<file path="src/rtl/mskbitop_hpc2_seq_if.sv">
// rtl/mskbitop_hpc2_seq_if.sv - operand, randomness and result handshakes of the masked bit-op sequencer
// Share i of every word sits at [i*W +: W]; rnd carries one bit per unordered share pair.
interface mskbitop_hpc2_seq_if #(
  parameter int d = 2,
  parameter int W = 8
);
  logic                   in_valid;
  logic                   in_ready;
  logic                   in_op;
  logic [d*W-1:0]         in_a;
  logic [d*W-1:0]         in_b;
  logic [d*(d-1)/2-1:0]   rnd;
  logic                   rnd_valid;
  logic                   rnd_ready;
  logic                   out_valid;
  logic                   out_ready;
  logic [d*W-1:0]         out_c;
  logic                   busy;

  modport master (
    output in_valid, in_op, in_a, in_b, rnd, rnd_valid, out_ready,
    input  in_ready, rnd_ready, out_valid, out_c, busy
  );

  modport slave (
    input  in_valid, in_op, in_a, in_b, rnd, rnd_valid, out_ready,
    output in_ready, rnd_ready, out_valid, out_c, busy
  );
endinterface

</file>
<file path="src/rtl/mskbitop_hpc2_seq.sv">
// rtl/mskbitop_hpc2_seq.sv - bit-serial masked AND/OR sequencer around a pipelined 1-bit HPC2 gadget
// Optional feature macro: MSKBITOP_OR_EN (De Morgan OR via share-0 inversion).
module mskbitop_hpc2_gadget #(
  parameter int d   = 2,
  parameter int LAT = 2
) (
  input  logic                 clk,
  input  logic [d-1:0]         a,
  input  logic [d-1:0]         b,
  input  logic [d*(d-1)/2-1:0] r,
  output logic [d-1:0]         c
);
  localparam int EXTRA = (LAT > 2) ? LAT - 2 : 0;

  // Symmetric randomness matrix with a zero diagonal: the i==j term then reduces to a_i&b_i.
  logic [d-1:0] rmat [d];
  logic [d-1:0] c_raw;

  for (genvar i = 0; i < d; i++) begin : g_ri
    for (genvar j = 0; j < d; j++) begin : g_rj
      if (i < j) begin : g_up
        assign rmat[i][j] = r[i*d - (i*(i+1))/2 + j - i - 1];
      end else if (i > j) begin : g_lo
        assign rmat[i][j] = r[j*d - (j*(j+1))/2 + i - j - 1];
      end else begin : g_dg
        assign rmat[i][j] = 1'b0;
      end
    end
  end

  if (LAT == 1) begin : g_one
    logic [d-1:0] u_q [d];
    logic [d-1:0] p_q [d];
    always_ff @(posedge clk) begin
      for (int i = 0; i < d; i++) begin
        u_q[i] <= ~{d{a[i]}} & rmat[i];
        p_q[i] <= {d{a[i]}} & (b ^ rmat[i]);
      end
    end
    for (genvar i = 0; i < d; i++) begin : g_c
      assign c_raw[i] = ^(u_q[i] ^ p_q[i]);
    end
  end else begin : g_two
    logic [d-1:0] a_q;
    logic [d-1:0] u_q  [d];
    logic [d-1:0] v_q  [d];
    logic [d-1:0] u2_q [d];
    logic [d-1:0] p_q  [d];
    always_ff @(posedge clk) begin
      a_q <= a;
      for (int i = 0; i < d; i++) begin
        u_q[i]  <= ~{d{a[i]}} & rmat[i];
        v_q[i]  <= b ^ rmat[i];
        u2_q[i] <= u_q[i];
        p_q[i]  <= {d{a_q[i]}} & v_q[i];
      end
    end
    for (genvar i = 0; i < d; i++) begin : g_c
      assign c_raw[i] = ^(u2_q[i] ^ p_q[i]);
    end
  end

  if (EXTRA == 0) begin : g_nodly
    assign c = c_raw;
  end else begin : g_dly
    logic [d-1:0] dly [EXTRA];
    always_ff @(posedge clk) begin
      dly[0] <= c_raw;
      for (int k = 1; k < EXTRA; k++) dly[k] <= dly[k-1];
    end
    assign c = dly[EXTRA-1];
  end
endmodule

module mskbitop_hpc2_seq #(
  parameter int d   = 2,
  parameter int W   = 8,
  parameter int LAT = 2
) (
  input logic                   clk,
  input logic                   rst,
  mskbitop_hpc2_seq_if.slave    bus
);
  localparam int CW = $clog2(W + 1);

  typedef enum logic [1:0] {IDLE, ISSUE, DRAIN, DONE} state_t;

  state_t          state, state_nx;
  logic [CW-1:0]   issue_cnt, collect_cnt;
  logic [LAT-1:0]  vpipe;
  logic [W-1:0]    a_sh [d];
  logic [W-1:0]    b_sh [d];
  logic [W-1:0]    c_sh [d];
  logic [d-1:0]    slice_a, slice_b, g_c, inv;
  logic [W-1:0]    ld_inv;
  logic            load, slice_go, tail;

  assign tail = vpipe[LAT-1];

  for (genvar i = 0; i < d; i++) begin : g_sh
    assign slice_a[i] = a_sh[i][0];
    assign slice_b[i] = b_sh[i][0];
    assign bus.out_c[i*W +: W] = c_sh[i];
  end

`ifdef MSKBITOP_OR_EN
  logic op_q;
  assign ld_inv = {W{bus.in_op}};
  assign inv    = {{(d-1){1'b0}}, op_q};
`else
  logic unused_op;
  assign unused_op = bus.in_op;
  assign ld_inv    = '0;
  assign inv       = '0;
`endif

  mskbitop_hpc2_gadget #(.d(d), .LAT(LAT)) u_gadget (
    .clk (clk),
    .a   (slice_a),
    .b   (slice_b),
    .r   (bus.rnd),
    .c   (g_c)
  );

  always_ff @(posedge clk) begin
    if (rst) begin
      state       <= IDLE;
      issue_cnt   <= '0;
      collect_cnt <= '0;
      vpipe       <= '0;
      for (int i = 0; i < d; i++) begin
        a_sh[i] <= '0;
        b_sh[i] <= '0;
        c_sh[i] <= '0;
      end
`ifdef MSKBITOP_OR_EN
      op_q <= 1'b0;
`endif
    end else begin
      state <= state_nx;
      // The gadget has no enable, so the marker pipe advances on every edge.
      vpipe <= LAT'({vpipe, slice_go});
      if (load) begin
        for (int i = 0; i < d; i++) begin
          a_sh[i] <= bus.in_a[i*W +: W];
          b_sh[i] <= bus.in_b[i*W +: W];
        end
        a_sh[0]     <= bus.in_a[W-1:0] ^ ld_inv;
        b_sh[0]     <= bus.in_b[W-1:0] ^ ld_inv;
        issue_cnt   <= '0;
        collect_cnt <= '0;
`ifdef MSKBITOP_OR_EN
        op_q <= bus.in_op;
`endif
      end else if (slice_go) begin
        for (int i = 0; i < d; i++) begin
          a_sh[i] <= a_sh[i] >> 1;
          b_sh[i] <= b_sh[i] >> 1;
        end
        issue_cnt <= issue_cnt + 1'b1;
      end
      if (tail) begin
        for (int i = 0; i < d; i++) begin
          for (int k = 0; k < W; k++) begin
            if (collect_cnt == CW'(k)) c_sh[i][k] <= g_c[i] ^ inv[i];
          end
        end
        collect_cnt <= collect_cnt + 1'b1;
      end
    end
  end

  always_comb begin
    state_nx = state;
    load     = 1'b0;
    slice_go = 1'b0;
    case (state)
      IDLE: begin
        if (bus.in_valid) begin
          load     = 1'b1;
          state_nx = ISSUE;
        end
      end
      ISSUE: begin
        if (bus.rnd_valid) begin
          slice_go = 1'b1;
          if (issue_cnt == CW'(W - 1)) state_nx = DRAIN;
        end
      end
      DRAIN: begin
        if (tail && collect_cnt == CW'(W - 1)) state_nx = DONE;
      end
      DONE: begin
        if (bus.out_ready) state_nx = IDLE;
      end
      default: state_nx = IDLE;
    endcase
  end

  assign bus.in_ready  = (state == IDLE);
  assign bus.busy      = (state != IDLE);
  assign bus.out_valid = (state == DONE);
  assign bus.rnd_ready = slice_go;
endmodule
</file>
<file path="src/flat_wrapper.sv">
// flat-port wrapper written by rule: the top's interface ports become plain ports
module mskbitop_hpc2_seq_flat 
#(
  parameter int d   = 2,
  parameter int W   = 8,
  parameter int LAT = 2
)
  (clk, rst, bus_in_valid, bus_in_op, bus_in_a, bus_in_b, bus_rnd, bus_rnd_valid, bus_out_ready, bus_in_ready, bus_rnd_ready, bus_out_valid, bus_out_c, bus_busy);
  mskbitop_hpc2_seq_if #(.d(d), .W(W)) bus_i ();
  input logic clk;
  input logic rst;
  input wire logic [$bits(bus_i.in_valid)-1:0] bus_in_valid;
  input wire logic [$bits(bus_i.in_op)-1:0] bus_in_op;
  input wire logic [$bits(bus_i.in_a)-1:0] bus_in_a;
  input wire logic [$bits(bus_i.in_b)-1:0] bus_in_b;
  input wire logic [$bits(bus_i.rnd)-1:0] bus_rnd;
  input wire logic [$bits(bus_i.rnd_valid)-1:0] bus_rnd_valid;
  input wire logic [$bits(bus_i.out_ready)-1:0] bus_out_ready;
  output wire logic [$bits(bus_i.in_ready)-1:0] bus_in_ready;
  output wire logic [$bits(bus_i.rnd_ready)-1:0] bus_rnd_ready;
  output wire logic [$bits(bus_i.out_valid)-1:0] bus_out_valid;
  output wire logic [$bits(bus_i.out_c)-1:0] bus_out_c;
  output wire logic [$bits(bus_i.busy)-1:0] bus_busy;
  assign bus_i.in_valid = bus_in_valid;
  assign bus_i.in_op = bus_in_op;
  assign bus_i.in_a = bus_in_a;
  assign bus_i.in_b = bus_in_b;
  assign bus_i.rnd = bus_rnd;
  assign bus_i.rnd_valid = bus_rnd_valid;
  assign bus_i.out_ready = bus_out_ready;
  assign bus_in_ready = bus_i.in_ready;
  assign bus_rnd_ready = bus_i.rnd_ready;
  assign bus_out_valid = bus_i.out_valid;
  assign bus_out_c = bus_i.out_c;
  assign bus_busy = bus_i.busy;
  mskbitop_hpc2_seq #(.d(d), .W(W), .LAT(LAT)) u_core (.clk(clk), .rst(rst), .bus(bus_i));
endmodule
</file>
<file path="config.mk">
export PLATFORM = sky130hd
export DESIGN_NAME = mskbitop_hpc2_seq_flat
export DESIGN_NICKNAME = d
export VERILOG_FILES = /design/src/rtl/mskbitop_hpc2_seq_if.sv /design/src/rtl/mskbitop_hpc2_seq.sv /design/src/flat_wrapper.sv
export SDC_FILE = /design/constraint.sdc
export NUM_CORES = 1
export LEC_CHECK = 0
export CAP_MARGIN = 30
export CORE_UTILIZATION = 50
export DETAILED_ROUTE_END_ITERATION = 7
export DONT_BUFFER_PORTS = 1
export SLEW_MARGIN = 20
export SYNTH_ARGS = -nofsm -noshare
export SYNTH_HDL_FRONTEND = slang
export SYNTH_HIERARCHICAL = 1
export SYNTH_SLANG_ARGS = --single-unit
export TNS_END_PERCENT = 100
</file>
<file path="constraint.sdc">
create_clock -name clk -period 3.91 [get_ports clk]
set_input_delay 0.1955 -clock clk [delete_from_list [all_inputs] [get_ports clk]]
set_output_delay 0.1955 -clock clk [all_outputs]
set_load 0.1 [all_outputs]
</file>
==> results by group <==
Clocking
  – Setup bufs post-CTS: 0
  – CTS Sinks: 74
  – Cts bufs inserted: 9
  – Cells resized by post-CTS repair: 0
  – Clock buffer depth: 2
  – TritonCTS clock tree: built
  – Hold buffers post-CTS: 2
  – Max H-tree Level: 3
  – Root buffer cell: clkbuf_8
  – Clk_lat worst skew: 330 ps
  – CTS clk-pin slew, worst paths: 70 ps

Die
  – Core Box Area: 0.00564 mm²
  – Die Wd: 79.5 µm
  – Die height: 79.5 µm
  – DIE AREA: 0.00632 mm²
  – # IOs: 59
  – Cell Rows: 27
  – Initial core utilization: 53.2%

Synthesis
  – Post-Syn Area per Cell: 13.3 µm²
  – Largest family of logic cells by synthesized area: compound AO/OA/AOI/OAI gates
  – Yosys top cell area share: 46.0%
  – Synth Area in Compound Gates: 15.2%
  – Syn_nets: 274
  – Most common cell in the netlist: edfxtp_1
  – Simple-gate portion of the synthesized area: 10.1%
  – Ys Warns: 6
  – Library cells used by synthesis: 35
  – Post-synth top flop: edfxtp_1
  – EDFF count, synth: 46
  – Commonest cells in the netlist: edfxtp_1 (46), a22o_1 (28), dfxtp_1 (28)
  – FF+latch count, synth: 74
  – Synthesized area: 0.00300 mm²
  – Synth async-reset ratio: 0%
  – Post-Synth XOR/XNOR Area: 3.04%
  – Sequential element share of the synthesized area: 64.6%
  – Post-Synth Adder-Cell Area: 3.75%
  – Synth Instances: 226
  – Post-synth top area cell: edfxtp_1
  – Top cells by area, synth: edfxtp_1 (46%), dfxtp_1 (19%), a22o_1 (8.2%), ha_1 (3.7%), and2_1 (2.7%)
  – Post-synthesis mux area share: 0.333%

Route
  – Via count: 1805
  – Avg WL per Cell: 16.9 µm
  – Remaining antenna violation count: 0
  – DRC: 0
  – Initial DRC count: 63
  – DR vias/cell: 5.84
  – Final WL: 5210 µm
  – DRT Pass-1 Iters: 4

Critical path
  – Crit path max-delay family: simple AND/OR/NAND/NOR gates
  – WS Path Type: flop to flop
  – CP most frequent cell: nand2b_1
  – WP buf/inv: 2
  – FF-to-FF setup slack: 1410 ps
  – CP peak stage delay: 660 ps
  – Reg2reg end: u_core/a_sh[0][4]
  – Crit-path slowest cell: nand2b_1
  – Crit path max fanout: 16
  – Worst EP arrival: 2460 ps
  – Critical Path Start Type: flop
  – Critical path endpoint category: flop
  – Crit path required time: 3880 ps
  – Path depth of the worst reg2reg path: 6
  – Critical R2R Launch: u_core/state[1]
  – Crit path cell chain: inv_1 -> ha_1 -> buf_4 -> nand2_1 -> nand2b_1 -> nand2b_1

Final layout
  – Nets: 280
  – Layout cells sized above 1: 12.2%
  – Post-route cell area: 0.00328 mm²
  – Area grow syn2layout: 9.12%
  – Ant. Diodes: 0

Pwr
  – P per Cell Area: 655 mW/mm²
  – Peak supply drop: 0.000320 V
  – Tot Pwr: 2.15 mW
  – Static Leak: 1.28 nW

STA
  – Fin worst setup slack: 1410 ps
  – Worst Skew: 5.71 ps
  – Final Hold Viols: 0
  – Min Tclk post-route: 2500 ps
  – Slew @ Worst Pin: 956 ps
  – Slew Limit Headroom: 36.2%
  – Setup-failing EPs final: 0
  – RSZ-0062 raised after global routing: no
  – Max Fclk: 400 MHz
  – Tcrit/Tclk final: 63.9%
  – Final Max Tran Viols: 0
  – Setup TNS: 0 ps

Placed design
  – Placed cell areas: 0.00307 mm²
  – GPL Wtd Cong: 0.743
  – IO buf count: 0
  – HPWL Detailed: 3540 µm
  – Pre-CTS setup slack: 1440 ps

Hold path
  – Hold Crit Depth: 2
  – Hold path endpoint: u_core/b_sh[0][15]
  – Hold Crit Class: primary input to flop
  – Hold Path Origin: bus_in_b[15]

Global route
  – Largest net degree at the start of global routing: 29
  – Vias in the first global route: 1791
  – Initial antenna violation count: 0
  – First-pass GRT wire length: 8360 µm
  – GRT Util Overall: 17.8%
  – Remaining Overflow, GRT: 0

Outcome
  – Outcome: completed

Job
  – Max-cap violations: 0
==> worst max path at each step <==
stage	from	end	cells past startpoint
2_1_floorplan	u_core/state[0]	u_core/a_sh[0][0]	6
3_3_place_gp	u_core/state[1]	u_core/b_sh[0][1]	6
3_5_place_dp	u_core/state[1]	u_core/b_sh[0][0]	6
4_1_cts	u_core/state[1]	u_core/a_sh[0][4]	6
5_1_grt	u_core/state[1]	u_core/a_sh[0][5]	6
6_report	u_core/state[1]	u_core/a_sh[0][4]	6
==> stage by stage <==
| step | util, % | hold WS, ps | instances |
|---|---|---|---|
| global route | 58.1 | 22.7 | 309 |
| detailed placement | 54.4 | 273 | 291 |
| floorplan | - | 292 | 226 |
| global placement | 54.2 | 270 | 290 |
| CTS | 58.1 | 9.13 | 309 |
| finish | 58.1 | 30.1 | 309 |
==> cell families (layout without fill, tap and decap cells) <==
kind of cell,count (synthesis),count (layout)
AOI/OAI and AO/OA,58,58
xor gates and xnor gates,7,7
adders and majority gates,9,9
buffers and inverters,19,30
DFF,74,74
muxes,1,1
and+or+nand+nor,58,58
==> final cells by class <==
| class | count | area [µm²] |
|---|---|---|
| Clock buffer | 11 | 153 |
| Inverter | 9 | 33.8 |
| Multi-Input combinational cell | 133 | 976 |
| Fill cell | 444 | 2360 |
| Tap cell | 72 | 90.1 |
| Timing Repair Buffer | 5 | 50.0 |
| Clock inverter | 5 | 33.8 |
| Sequential cell | 74 | 1940 |
==> metal layers <==
metal,track usage (%),vias to the layer above,share of wire (%)
li1,-,850,-
met2,28.3,52,49
met3,6.06,13,6.3
met4,10.5,0,2.2
met1,20.7,890,43
met5,0,-,0
==> state kept, by name, summed over array words and instances, names as in the netlist <==
name / flops
u_core/state: 2
u_core/c_sh: 16
u_core/u_gadget/g_two.u_q: 2
u_core/issue_cnt: 4
u_core/u_gadget/g_two.p_q: 4
u_core/b_sh: 16
u_core/u_gadget/g_two.v_q: 4
u_core/u_gadget/g_two.u2_q: 2
u_core/a_sh: 16
u_core/vpipe: 2
u_core/u_gadget/g_two.a_q: 2
u_core/collect_cnt: 4
==> power breakdown <==
| group | internal (mW) | switching [mW] | total, mW |
|---|---|---|---|
| Combinational | 0.134 | 0.324 | 0.458 |
| Clock | 0.271 | 0.278 | 0.549 |
| Sequential | 1.02 | 0.117 | 1.14 |
| Total | 1.43 | 0.719 | 2.15 |
==> layout by cell type, fill, tap and decap left out, types with 2 or more instances in the layout <==
master         netlist  layout
buf_4                0       2
ha_1                 9       9
inv_1                8       8
dlygate4sd3_1        0       2
nor2b_1              4       4
o21bai_1             2       2
nor2_1              11      10
inv_4                0       2
a21oi_1              9       9
nand2_1             10      10
a31o_2               7       7
xor2_1               4       4
dfxtp_1             28      28
nand2b_1             4       4
xor3_1               2       2
a22o_1              28      28
and2_1              13      13
clkbuf_8             0       9
edfxtp_1            46      46
a21o_1               7       7
nor3_1               4       4
nand3_1              7       7
Power figures use the tool's default switching activity.
